--- src/rtl/tomasulo_pkg.sv ---
// Shared Tomasulo-core definitions: reservation-station geometry and slot index type.
package tomasulo_pkg;
  localparam int RS_SLOTS = 8;
  localparam int IDX_W    = 3;

  typedef logic [IDX_W-1:0] rs_idx_t;
endpackage

--- src/rtl/rr_arbiter.sv ---
// Combinational round-robin picker: first asserted request at or after ptr, wrapping.
module rr_arbiter
  import tomasulo_pkg::*;
#(
  parameter int N = RS_SLOTS,
  parameter int W = IDX_W
) (
  input  logic [N-1:0] req,
  input  logic [W-1:0] ptr,
  output logic [W-1:0] gnt_idx,
  output logic         gnt_valid
);

  // Scan offsets from farthest to nearest so the nearest match wins; the
  // index wraps naturally because N is a power of two.
  always_comb begin
    gnt_idx   = '0;
    gnt_valid = 1'b0;
    for (int i = N - 1; i >= 0; i--) begin
      if (req[ptr + W'(i)]) begin
        gnt_idx   = ptr + W'(i);
        gnt_valid = 1'b1;
      end
    end
  end

endmodule

--- src/rtl/rs_scheduler.sv ---
// Reservation-station scheduler: lowest-free-slot dispatch allocation and
// round-robin issue selection over busy & operand-ready slots.
module rs_scheduler
  import tomasulo_pkg::*;
#(
  parameter int RS_SLOTS = tomasulo_pkg::RS_SLOTS,
  parameter int IDX_W    = tomasulo_pkg::IDX_W
) (
  input  logic                clk,
  input  logic                rst_n,
  input  logic                flush,
  input  logic                disp_valid,
  output logic                disp_ready,
  output logic [IDX_W-1:0]    disp_slot,
  output logic                rs_we,
  input  logic [RS_SLOTS-1:0] slot_ready,
  input  logic                fu_ready,
  output logic                issue_valid,
  output logic [IDX_W-1:0]    issue_slot,
  output logic [RS_SLOTS-1:0] busy,
  output logic [IDX_W:0]      count,
  output logic                full,
  output logic                empty
);

  logic [RS_SLOTS-1:0] busy_q, busy_d;
  logic [IDX_W-1:0]    rr_ptr_q, rr_ptr_d;
  logic [IDX_W:0]      count_q, count_d;

  logic [RS_SLOTS-1:0] eligible;
  logic [IDX_W-1:0]    arb_idx;
  logic                arb_valid;
  logic                grant;

  assign busy  = busy_q;
  assign count = count_q;
  assign full  = (count_q == (IDX_W+1)'(RS_SLOTS));
  assign empty = (count_q == '0);

  // Lowest free slot; defaults to 0 when nothing is free.
  always_comb begin
    disp_slot = '0;
    for (int i = RS_SLOTS - 1; i >= 0; i--) begin
      if (!busy_q[i]) disp_slot = IDX_W'(i);
    end
  end

  assign disp_ready = !full && !flush;
  assign rs_we      = disp_valid && disp_ready;

  // Only the registered busy vector qualifies, so a slot written this cycle
  // cannot issue until the next one.
  assign eligible = busy_q & slot_ready;

  rr_arbiter #(.N(RS_SLOTS), .W(IDX_W)) u_arb (
    .req      (eligible),
    .ptr      (rr_ptr_q),
    .gnt_idx  (arb_idx),
    .gnt_valid(arb_valid)
  );

  assign issue_valid = arb_valid && !flush;
  assign issue_slot  = issue_valid ? arb_idx : '0;
  assign grant       = issue_valid && fu_ready;

  always_comb begin
    busy_d   = busy_q;
    rr_ptr_d = rr_ptr_q;
    count_d  = count_q;
    if (flush) begin
      busy_d   = '0;
      rr_ptr_d = '0;
      count_d  = '0;
    end else begin
      // Dispatch targets a free slot and grant a busy one, so they never collide.
      if (rs_we) busy_d[disp_slot] = 1'b1;
      if (grant) begin
        busy_d[issue_slot] = 1'b0;
        rr_ptr_d           = issue_slot + 1'b1;
      end
      if (rs_we && !grant)      count_d = count_q + 1'b1;
      else if (grant && !rs_we) count_d = count_q - 1'b1;
    end
  end

  always_ff @(posedge clk or negedge rst_n) begin
    if (!rst_n) begin
      busy_q   <= '0;
      rr_ptr_q <= '0;
      count_q  <= '0;
    end else begin
      busy_q   <= busy_d;
      rr_ptr_q <= rr_ptr_d;
      count_q  <= count_d;
    end
  end

endmodule

--- config.mk ---
export PLATFORM = sky130hd
export DESIGN_NAME = rs_scheduler
export DESIGN_NICKNAME = d
export VERILOG_FILES = /design/src/rtl/tomasulo_pkg.sv /design/src/rtl/rr_arbiter.sv /design/src/rtl/rs_scheduler.sv
export SDC_FILE = /design/constraint.sdc
export NUM_CORES = 1
export LEC_CHECK = 0
export ABC_AREA = 1
export CAP_MARGIN = 20
export CORE_ASPECT_RATIO = 1.5
export CORE_MARGIN = 10
export CORE_UTILIZATION = 40
export CTS_BUF_LIST = sky130_fd_sc_hd__clkbuf_2 sky130_fd_sc_hd__clkbuf_4 sky130_fd_sc_hd__clkbuf_8
export CTS_CLUSTER_DIAMETER = 50
export CTS_CLUSTER_SIZE = 20
export DETAILED_ROUTE_END_ITERATION = 8
export SLEW_MARGIN = 20
export SYNTH_ARGS = -nofsm -noshare
export SYNTH_HDL_FRONTEND = slang
export SYNTH_SLANG_ARGS = --single-unit
--- constraint.sdc ---
create_clock -name clk -period 4.05 [get_ports clk]
set_clock_uncertainty 0.05 [all_clocks]
set_input_delay 1.215 -clock clk [delete_from_list [all_inputs] [get_ports clk]]
set_output_delay 1.215 -clock clk [all_outputs]
set_load 0.01 [all_outputs]
==> impl_results.md <==
- Layout Nets: 350
- Num CTS Buffers: 3
- Placement Setup Slack: -628.2 ps
- ANT nets after route: 0
- Slew of the pin with the lowest slew margin: between 700 and 800 ps
- Wl on met1: 2.246 mm
- Die Wd: 74.57 µm
- Worst Slack Setup Final: 88.18 ps
- CP max FO: 5
- Post-synth top flop: dfrtp_1
- Top sig layer: met4
- Worst min-delay path class: reg2reg
- Fmax: 252.4 MHz
- Worst rel slew slack: 0.5133
- Slew Viols, Final: 0
- Psw: 1124 µW
- CTS root buf: clkbuf_8
- Clk pwr share: 0.058
- Post-route cell area: 0.002711 mm²
- CP Capture Type: output port
- GR Util All Layers: 0.1555
- Global-route wire length before repair: 9.515 mm
- Crit Path Class: in2out
- Post-synthesis sequential area ratio: 0.2101
- Cells along the critical path: dlygate4sd2_1 -> nand3_2 -> nand3_2 -> nand3_4 -> nand2_4 -> nor3_4 -> nand3_4 -> nand2_4 -> buf_4 -> inv_1 -> clkdlybuf4s15_1
- Share of the synthesized area in the top cell type: 0.2101
- Final Critical Period: 3962 ps
- Mapped Nets: between 200 and 300
- Final GP Congestion: 0.9781
- Number of warning messages in the yosys log: 0
- Post-synthesis cell type count: 32
- Sink Count: 15
- Vias in the first global route: between 2k and 2.5k
- Buffers on Ports: 35
- Starting DRT DRC Count: 83
- Core area: approximately 0.0043 mm²
- Worst-path clk slew: 60 ps
- Layout cell share with drive strength beyond 1: 0.4152
- WP data arrival: roughly 2700 ps
- Number of remaining DRC errors: 0
- Status: finished clean
- Routed wire length: 5.704 mm
- Post-placement cell area: 0.002396 mm²
- Final Hold Fails: 0
- Synth cell count leaders: 53 x nand2_1, 40 x nand3_1, 31 x inv_1
- Layout area overhead: 51.75%
- Top post-synthesis cells by area: dfrtp_1 21%, nand3_1 11%, nand2_1 11%
- Row cnt: 29
- Via/cell ratio: 5.162
- Synthesized area per cell: 6.872 µm²
- Met3 wire length: 195 µm
- DR pass1 iterations: 4
- P_int: 1056 µW
- CP max stage delay: between 200 and 300 ps
- CP Launch Type: primary input
- Power share of the combinational group: 0.830
- Max-cap violations: 0
- Vias: 1941
- Cell taking the most area after synthesis: dfrtp_1
- Grt total ovfl: 0
- Netlist Area Pre-Place: 0.001787 mm²
- H-tree lvl count: 1
- Gate Count Post-Synth: between 200 and 300
- Routed met2 length: around 3.1 mm
- Initial antenna violation count: 0
- # IOs: 36
- Synthesized flop and latch total: 15
- Routed len/inst: 15.17 µm
- Util after Layout: 0.6333
- Die Ht: 101.9 µm
- Power after layout: roughly 2200 µW
- Worst-skew pair later-pin latency: 250 ps
- Reg power frac: 0.113
- Initial Util: 0.4173
- Net Sw Frac: 0.5156
- Die Area: 0.007595 mm²
- Fin Hold WS: 579.0 ps
- Dpl hpwl: 4.483 mm
- Critical path's slowest cell: dlygate4sd2_1
- Clock tree from TritonCTS: built
- Max Root-Sink Buffers: 2
- Most frequent cell after synthesis: nand2_1
- Setup violators final: 0
- Pwr Density: 803.8 mW/mm²
- Pleak: between 0.001 and 0.0015 µW
- Period utilization: 0.9782
- Post-synth EDFFs: 0
- FFs w/ async S/R, synth: 1.000
- Peak VDD IR: ~0.42 mV
- Largest net degree at the start of global routing: 16
- Diode count: 0
- WP data required: 2780 ps
-- final cells by class --
type	instances	area [µm²]
sequential	15	375.4
clock inverter	1	7.507
clock buffer	3	41.29
tap	46	57.56
inverter	38	145.1
multi-input combinational	202	1503
fill	408	1570
timing repair buffer	71	581.8
-- routing by layer --
layer / GRT usage / vias to the layer above
met4: 0.06287 / 0
met1: 0.1652 / 902
met5: 0 / -
met2: 0.2879 / 35
li1: - / 992
met3: 0.03007 / 12
-- per-stage QoR --
stage	instances	setup TNS [ps]
floorplan	260	0
global placement	369	-2181
detailed placement	369	-2228
CTS	374	-1.261
global route	376	-30.04
finish	376	0
-- cells by family (layout without fill, tap and decap cells) --
group | after synthesis | after routing | synth area share
XOR/XNOR | 7 | 7 | 0.03852
buffers and inverters | 43 | 113 | 0.1071
AO/OA/AOI/OAI | 33 | 33 | 0.1127
AND/OR/NAND/NOR | 156 | 156 | 0.4853
flip-flops | 15 | 15 | 0.2101
adder cells (fa/ha/maj) | 6 | 6 | 0.04622
-- power by group through the flow --
stage                     Clock (µW)  Combinational [µW]  Sequential [µW]
after floorplan                    0                 976              232
after global placement             0                1570              244
after detailed placement           0                1580              243
after CTS                        128                1630              244
after global routing             140                2000              253
final                            126                1810              245
-- worst max-delay path, delay by kind of cell --
kind | cells | cell delay, ps
AND/OR/NAND/NOR | 7 | 860
buffers and inverters | 4 | 610
-- placed cells by master (no fill, tap or decap), drive strengths merged --
master,n
xnor2,4
nor4,1
nand3,61
nor2,24
dfrtp,15
xor2,3
fa,1
a21oi,14
clkdlybuf4s50,23
o22ai,2
nand2,67
clkdlybuf4s15,3
ha,5
clkinvlp,1
a31oi,2
dlygate4sd2,1
o21ai,15
nor3,3
buf,39
inv,38
clkbuf,8
-- path summary, 6_finish.rpt --
kind | startpoint | endpoint | slack [ps] | cells past startpoint
worst max-delay path | slot_ready[2] | issue_valid | 90 | 11
worst min-delay path | count[2] | count[2] | 580 | 2
worst max register to register | rr_ptr_q[0] | count[3] | 690 | 18
worst min register to register | count[2] | count[2] | 580 | 2
max in group asynchronous | rst_n | rr_ptr_q[1] | 2140 | 1
min in group asynchronous | rst_n | busy[2] | 1340 | 1
-- registers in the layout (all words and copies together), names as in the netlist --
register / count
count: 4
busy: 8
rr_ptr_q: 3
-- repair_timing --
action	CTS	global route
pin swaps	6	21
hold buffers	0	0
setup buffers	1	2
endpoints found under the setup margin	4	4
gates resized for setup	46	43
Power figures use the tool's default switching activity.
